==> src/rtl/obuft_share_arb.sv <==
// Round-robin arbiter sharing one OBUFT pad among NREQ requesters, with forced high-Z turnaround.
// Optional drive-time limit per grant: define OBUF_ARB_TIMEOUT_EN.
module obuft_share_arb #(
    parameter int NREQ     = 4,
    parameter int DW       = 1,
    parameter int TURN     = 2,
    parameter int MAX_HOLD = 16
) (
    input  logic                      CLK,
    input  logic                      RST_N,
    input  logic [NREQ-1:0]           REQ,
    input  logic [NREQ*DW-1:0]        DATA,
    output logic [NREQ-1:0]           GNT,
    output logic [$clog2(NREQ)-1:0]   OWNER,
    output logic [DW-1:0]             O,
    output logic                      T
);

    localparam int OW = $clog2(NREQ);
    localparam int TW = $clog2(TURN + 1);

    if (NREQ < 2 || NREQ > 16 || DW < 1 || TURN < 1 || MAX_HOLD < 1) begin : g_bad_param
        $error("obuft_share_arb: illegal parameter value");
    end

    typedef enum logic [1:0] {
        S_IDLE,
        S_DRIVE,
        S_TURN
    } state_t;

    state_t            state_q, state_d;
    logic [OW-1:0]     ptr_q, ptr_d;
    logic [TW-1:0]     turn_q, turn_d;
    logic [NREQ-1:0]   gnt_d;
    logic [OW-1:0]     owner_d;
    logic [DW-1:0]     o_d;
    logic              t_d;

    logic [OW:0]       idx;
    logic [OW-1:0]     win;
    logic              found;
    logic              rel;
    logic              arb;
    logic [DW-1:0]     owner_data;

`ifdef OBUF_ARB_TIMEOUT_EN
    localparam int HW = $clog2(MAX_HOLD + 1);
    logic [HW-1:0]     hold_q, hold_d;
`endif

    // Rotating priority: first request at or after the pointer wins.
    always_comb begin
        found = 1'b0;
        win   = '0;
        idx   = '0;
        for (int k = 0; k < NREQ; k++) begin
            idx = {1'b0, ptr_q} + (OW+1)'(k);
            if (idx >= (OW+1)'(NREQ)) begin
                idx = idx - (OW+1)'(NREQ);
            end
            if (!found && REQ[idx[OW-1:0]]) begin
                found = 1'b1;
                win   = idx[OW-1:0];
            end
        end
    end

    always_comb begin
        owner_data = DATA[int'(OWNER)*DW +: DW];
        rel        = !REQ[OWNER];
`ifdef OBUF_ARB_TIMEOUT_EN
        if (hold_q == HW'(MAX_HOLD)) begin
            rel = 1'b1;
        end
`endif
    end

    always_comb begin
        state_d = state_q;
        ptr_d   = ptr_q;
        turn_d  = turn_q;
        gnt_d   = GNT;
        owner_d = OWNER;
        o_d     = O;
        t_d     = T;
        arb     = 1'b0;
`ifdef OBUF_ARB_TIMEOUT_EN
        hold_d  = hold_q;
`endif
        unique case (state_q)
            S_IDLE: begin
                arb = 1'b1;
            end
            S_DRIVE: begin
                if (rel) begin
                    state_d = S_TURN;
                    gnt_d   = '0;
                    t_d     = 1'b1;
                    o_d     = '0;
                    turn_d  = TW'(1);
                    ptr_d   = (OWNER == OW'(NREQ - 1)) ? '0 : OWNER + OW'(1);
                end else begin
                    o_d = owner_data;
`ifdef OBUF_ARB_TIMEOUT_EN
                    hold_d = hold_q + HW'(1);
`endif
                end
            end
            S_TURN: begin
                if (turn_q == TW'(TURN)) begin
                    arb = 1'b1;
                end else begin
                    turn_d = turn_q + TW'(1);
                end
            end
            default: begin
                state_d = S_IDLE;
            end
        endcase

        if (arb) begin
            if (found) begin
                state_d    = S_DRIVE;
                gnt_d      = '0;
                gnt_d[win] = 1'b1;
                owner_d    = win;
                t_d        = 1'b0;
                o_d        = '0;
`ifdef OBUF_ARB_TIMEOUT_EN
                hold_d     = HW'(1);
`endif
            end else begin
                state_d = S_IDLE;
            end
        end
    end

    always_ff @(posedge CLK) begin
        if (!RST_N) begin
            state_q <= S_IDLE;
            ptr_q   <= '0;
            turn_q  <= '0;
            GNT     <= '0;
            OWNER   <= '0;
            O       <= '0;
            T       <= 1'b1;
`ifdef OBUF_ARB_TIMEOUT_EN
            hold_q  <= '0;
`endif
        end else begin
            state_q <= state_d;
            ptr_q   <= ptr_d;
            turn_q  <= turn_d;
            GNT     <= gnt_d;
            OWNER   <= owner_d;
            O       <= o_d;
            T       <= t_d;
`ifdef OBUF_ARB_TIMEOUT_EN
            hold_q  <= hold_d;
`endif
        end
    end

endmodule

==> config.mk <==
export PLATFORM = sky130hd
export DESIGN_NAME = obuft_share_arb
export DESIGN_NICKNAME = d
export VERILOG_FILES = /design/src/rtl/obuft_share_arb.sv
export SDC_FILE = /design/constraint.sdc
export NUM_CORES = 1
export LEC_CHECK = 0
export BUFFER_PORTS_ARGS = -buffer_cell sky130_fd_sc_hd__buf_2
export CAP_MARGIN = 20
export CORE_UTILIZATION = 50
export CTS_BUF_LIST = sky130_fd_sc_hd__clkbuf_16
export DETAILED_ROUTE_END_ITERATION = 10
export PLACE_DENSITY = 0.86
export RECOVER_POWER = 100
export SLEW_MARGIN = 10
export SYNTH_ARGS = -nofsm -noshare
export SYNTH_HDL_FRONTEND = slang
export SYNTH_SLANG_ARGS = --single-unit
==> constraint.sdc <==
create_clock -name CLK -period 3 [get_ports CLK]
set_clock_uncertainty 0.1 [all_clocks]
set_input_delay 0.15 -clock CLK [delete_from_list [all_inputs] [get_ports CLK]]
set_output_delay 0.15 -clock CLK [all_outputs]
set_load 0.02 [all_outputs]
After elaboration in Yosys (flattened, before gate mapping):

Cells that the tools add are included.
W data, S select, Z words.

* register bits after elaboration: 14
* input port bits: 10
* output and inout port bits: 8
* word-level logic and storage cells: 97

* $add $sub $neg: 9
* magnitude comparators: 11
* equal/unequal tests: 8
* shifts and indexed selects: 1
* muxes and demuxes: 46
* bitwise gates (word level): 1
* reductions and logical operators: 14

Operator list (number)
* $mux W2: 13
* $mux W1: 20
* $lt A2 B3 Y1 const B: 6
* $mux W4: 4
* $bmux W1 S2: 5
* $ge A3 B3 Y1 const B: 3
* $pmux W2 S2: 2
* $sub A2 B1 Y2 const B: 4
* $add A2 B2 Y3 const B: 2
* $eq A2 B2 Y1 const B: 3
* $reduce_and A2 Y1: 3
* $add A2 B1 Y2 const B: 2
* $logic_and A1 B1 Y1: 4
* $ne A2 B2 Y1 const B: 2
* $shiftx A4 B3 Y1: 1
* $add A2 B1 Y3 const B: 1
* $ge A2 B3 Y1 const B: 1
* $logic_not A1 Y1: 3
* $ne A3 B3 Y1 const B: 1
* $reduce_and A3 Y1: 1
* $demux W1 S2: 1
* $eq A2 B1 Y1 const B: 1
* $ge A2 B1 Y1 const B: 1
* $logic_not A2 Y1: 1
* 5 further kinds: 5

Longest topological paths before layout:

* word-level depth: 20
* depth in mapped cells: 7
* gate-level depth less buffers: 6

Worst setup path after synthesis:

OpenSTA, ideal clock, no wires.

* path type: register to register
* from: reg OWNER[1]
* to: reg GNT[0]
* library setup time: 116 ps
* arrival time: 1453 ps
* data required time: 2784 ps
* setup slack: 1331 ps
* stages on the path, launching flop included: 5
* buffers on the path: 0
* period minus slack after synthesis: 1669 ps
* cells stage by stage: dfxtp_1 > mux4_2 > nor2_4 > nor3_1 > a41o_1

* longest elaborated chain between the ends: 6

Ends and longest elaborated chain
* start: declaration: line 14 `output logic [$clog2(NREQ)-1:0] OWNER,`
* start signal: assignment: line 156 `OWNER <= owner_d;`
* $bmux W1 S2 *: line 71 `rel = !REQ[OWNER];`
* $mux W1 (not written as such) *: line 71
* $mux W4 *: line 96 `if (rel) begin`
* $mux W4 *: line 91 `unique case (state_q)`
* $mux W4: line 123 `if (found) begin`
* $mux W4 *: line 122 `if (arb) begin`
* end signal: assignment: line 155 `GNT <= gnt_d;`
* end: declaration: line 13 `output logic [NREQ-1:0] GNT,`

Mark *: on every way between the ends. The rest lies on a longest branch, timed or not. The select of a mux whose other input is x is not followed.
A chain may end at the register's enable or synchronous reset.

Worst setup path after layout:

* from: reg OWNER[1]
* to: reg GNT[2]

Same word-level chain as after synthesis.

==> run metrics <==
endpoints failing setup 0; register bit count reported by yosys 14; area delta synth->final 19.1%; reg2reg end GNT[2]; root buf cell clkbuf_16; R2R Setup Slk 0.90 ns; Num CTS Buffers 3; worst hold stages 2; outcome complete, no violations; Die ar. 1620 µm²; unrepaired setup endpoints after global routing no; worst setup path category reg -> reg; CTS tree done; post-layout net count 113; reg2reg start OWNER[1]; final worst slack 0.903 ns; first-pass GRT wire length 2190 µm; Place WS 1.23 ns; Die Ht 40.3 µm; hold crit path type in -> reg; Total GRT Usage 21.3%; cell area after synthesis 732 µm²; Clk Latency, worst-skew pair 0.24 ns; Power Dens Cells 690 nW/µm²; fmax 477 MHz; Resized Gates After CTS 0; sequential share of the synthesized area 38.3%; hold_ws 0.138 ns; total gr overflow 0; Post-CTS Hold Buffers 0; crit path from OWNER[1]; Final Hold Fails 0; Syn Nets 95; Final period util 69.9%; htree depth 1; Tmin final 2.10 ns; Syn Area/Cell 8.82 µm²; DR iter-0 viols 15; GP Congestion 0.729; layout cells sized above 1 15.0%; hpwl dp 1080 µm; hold path start RST_N; Yosys warnings 0; Core ar. 1330 µm²; post-synth cell types 33; clock tree buffer depth 2; Hold Path Sink T; pins over their slew limit 0; Worst Setup Start Kind flip-flop; Leakage Power 0.351 nW; drt drc 0; Worst-path clk slew 0.05 ns; n_diodes 0; DRT antenna net count 0; dpl cell area 811 µm²; DR pass1 iterations 4; Top Ports 18; CP max FO 12; total wire length 1540 µm; final instance area 872 µm²; clock sinks 14; WL per Instance 13.4 µm; Initial Util 54.9%; initial antenna violation count 0; worst endpoint required time 3.03 ns; Critical Path AT 2.13 ns; Max-Cap Viols 0; row cnt 13; Post-CTS Setup Bufs 0; largest net degree at the start of global routing 21; R2R cell count 4; Finished Layout Cells 115; setup tns final 0 ns; die width 40.3 µm; vias per inst 5.81; vias in the first global route 525; placed cells 111; via count 668; Mapped Cells 83; Slew @ Worst Pin 0.702 ns; Worst VDD drop 533 µV; IO buf count 17; Slew headroom 53.0%; Setup crit end kind flip-flop
==> routing by layer <==
metal  vias to the layer above  part of all wire (%)  track usage [%]
li1                        332                     -                -
met1                       312                    47             27.1
met2                        19                    46             32.7
met3                         5                   4.6             5.00
met4                         0                   2.2             12.5
met5                         -                     0                0
==> critical path, stage by stage, from the launching register on <==
cell     delay [ns]
dfxtp_1        0.42
mux4_2         0.57
nor2_1         0.56
nor3_1         0.11
a41o_1         0.23
==> cell families (layout without fill, tap and decap cells) <==
group           after synthesis  count (layout)  share of synthesized area [%]
compound gates               17              17                           16.6
fa+ha+maj                     2               2                           3.42
buf+inv                       5              22                           3.93
flops                        14              14                           38.3
mux                           2               2                           6.67
simple gates                 43              43                           31.1
==> metrics by stage <==
stage	power, mW	util [%]
detailed placement	0.355	60.8
global placement	0.351	60.8
floorplan	0.324	-
CTS	0.610	66.7
global route	0.624	65.4
finish	0.602	65.4
==> report_power, final <==
part	internal (mW)	leakage [nW]	switching [mW]	total, mW
Sequential	0.208	0.115	0.0187	0.226
Clock	0.176	0.0385	0.0775	0.254
Combinational	0.0469	0.198	0.0746	0.122
==> worst max-delay path by stage <==
stage	end	cells after the start
floorplan	GNT[0]	4
global placement	GNT[0]	4
detailed placement	GNT[2]	4
CTS	GNT[2]	4
global route	GNT[0]	4
finish	GNT[2]	4
==> synthesized netlist by cell type <==
library cell | count | area (µm²)
a211o_1 | 1 | 8.76
a21boi_0 | 2 | 15.0
a41o_1 | 2 | 20.0
and2_1 | 1 | 6.26
and3_1 | 1 | 6.26
buf_2 | 1 | 5.00
buf_6 | 1 | 11.3
clkbuf_1 | 1 | 3.75
clkbuf_2 | 1 | 5.00
dfxtp_1 | 14 | 280
ha_1 | 2 | 25.0
inv_1 | 1 | 3.75
mux4_1 | 1 | 26.3
mux4_2 | 1 | 22.5
nand2_1 | 15 | 56.3
nand2b_1 | 1 | 6.26
nand3_1 | 6 | 30.0
nand3b_1 | 1 | 7.51
nor2_1 | 4 | 15.0
nor2_4 | 1 | 11.3
nor2b_1 | 5 | 31.3
nor3_1 | 2 | 10.0
nor3_2 | 2 | 20.0
nor3b_1 | 1 | 7.51
nor4_1 | 1 | 6.26
o211ai_1 | 1 | 7.51
o21a_1 | 1 | 7.51
o21ai_0 | 6 | 30.0
o21bai_1 | 1 | 7.51
o31ai_1 | 1 | 7.51
o32ai_1 | 2 | 17.5
or2b_1 | 1 | 7.51
or3_1 | 1 | 6.26
==> cell usage in the layout, fill, tap and decap left out, drive strengths merged <==
master,Yosys,routed
nand3,6,6
ha,2,2
nand3b,1,1
o31ai,1,1
and2,1,1
or3,1,1
o21bai,1,1
clkinv,0,1
a21boi,2,2
o32ai,2,2
buf,2,9
nor4,1,1
dfxtp,14,14
a41o,2,2
and3,1,1
nor3b,1,1
nor3,4,4
mux4,2,2
inv,1,1
o211ai,1,1
clkbuf,2,11
or2b,1,1
nand2b,1,1
a211o,1,1
o21a,1,1
o21ai,6,6
nor2b,5,5
nand2,15,15
nor2,5,5
==> layout make-up <==
| type | count | area, µm² |
|---|---|---|
| clock buffers | 3 | 75.1 |
| clock inverters | 1 | 3.75 |
| fillers | 122 | 462 |
| inverters | 1 | 3.75 |
| multi-input cells | 64 | 415 |
| flip-flops and latches | 14 | 280 |
| well taps | 15 | 18.8 |
| repair buffers | 17 | 75.1 |
==> state kept, by name, indices dropped and copies added, names as in the netlist <==
name and count:
O 1, turn_q 2, GNT 4, ptr_q 2, T 1, state_q 2
OWNER 2
Note: power is estimated with default switching activity, not from simulation.
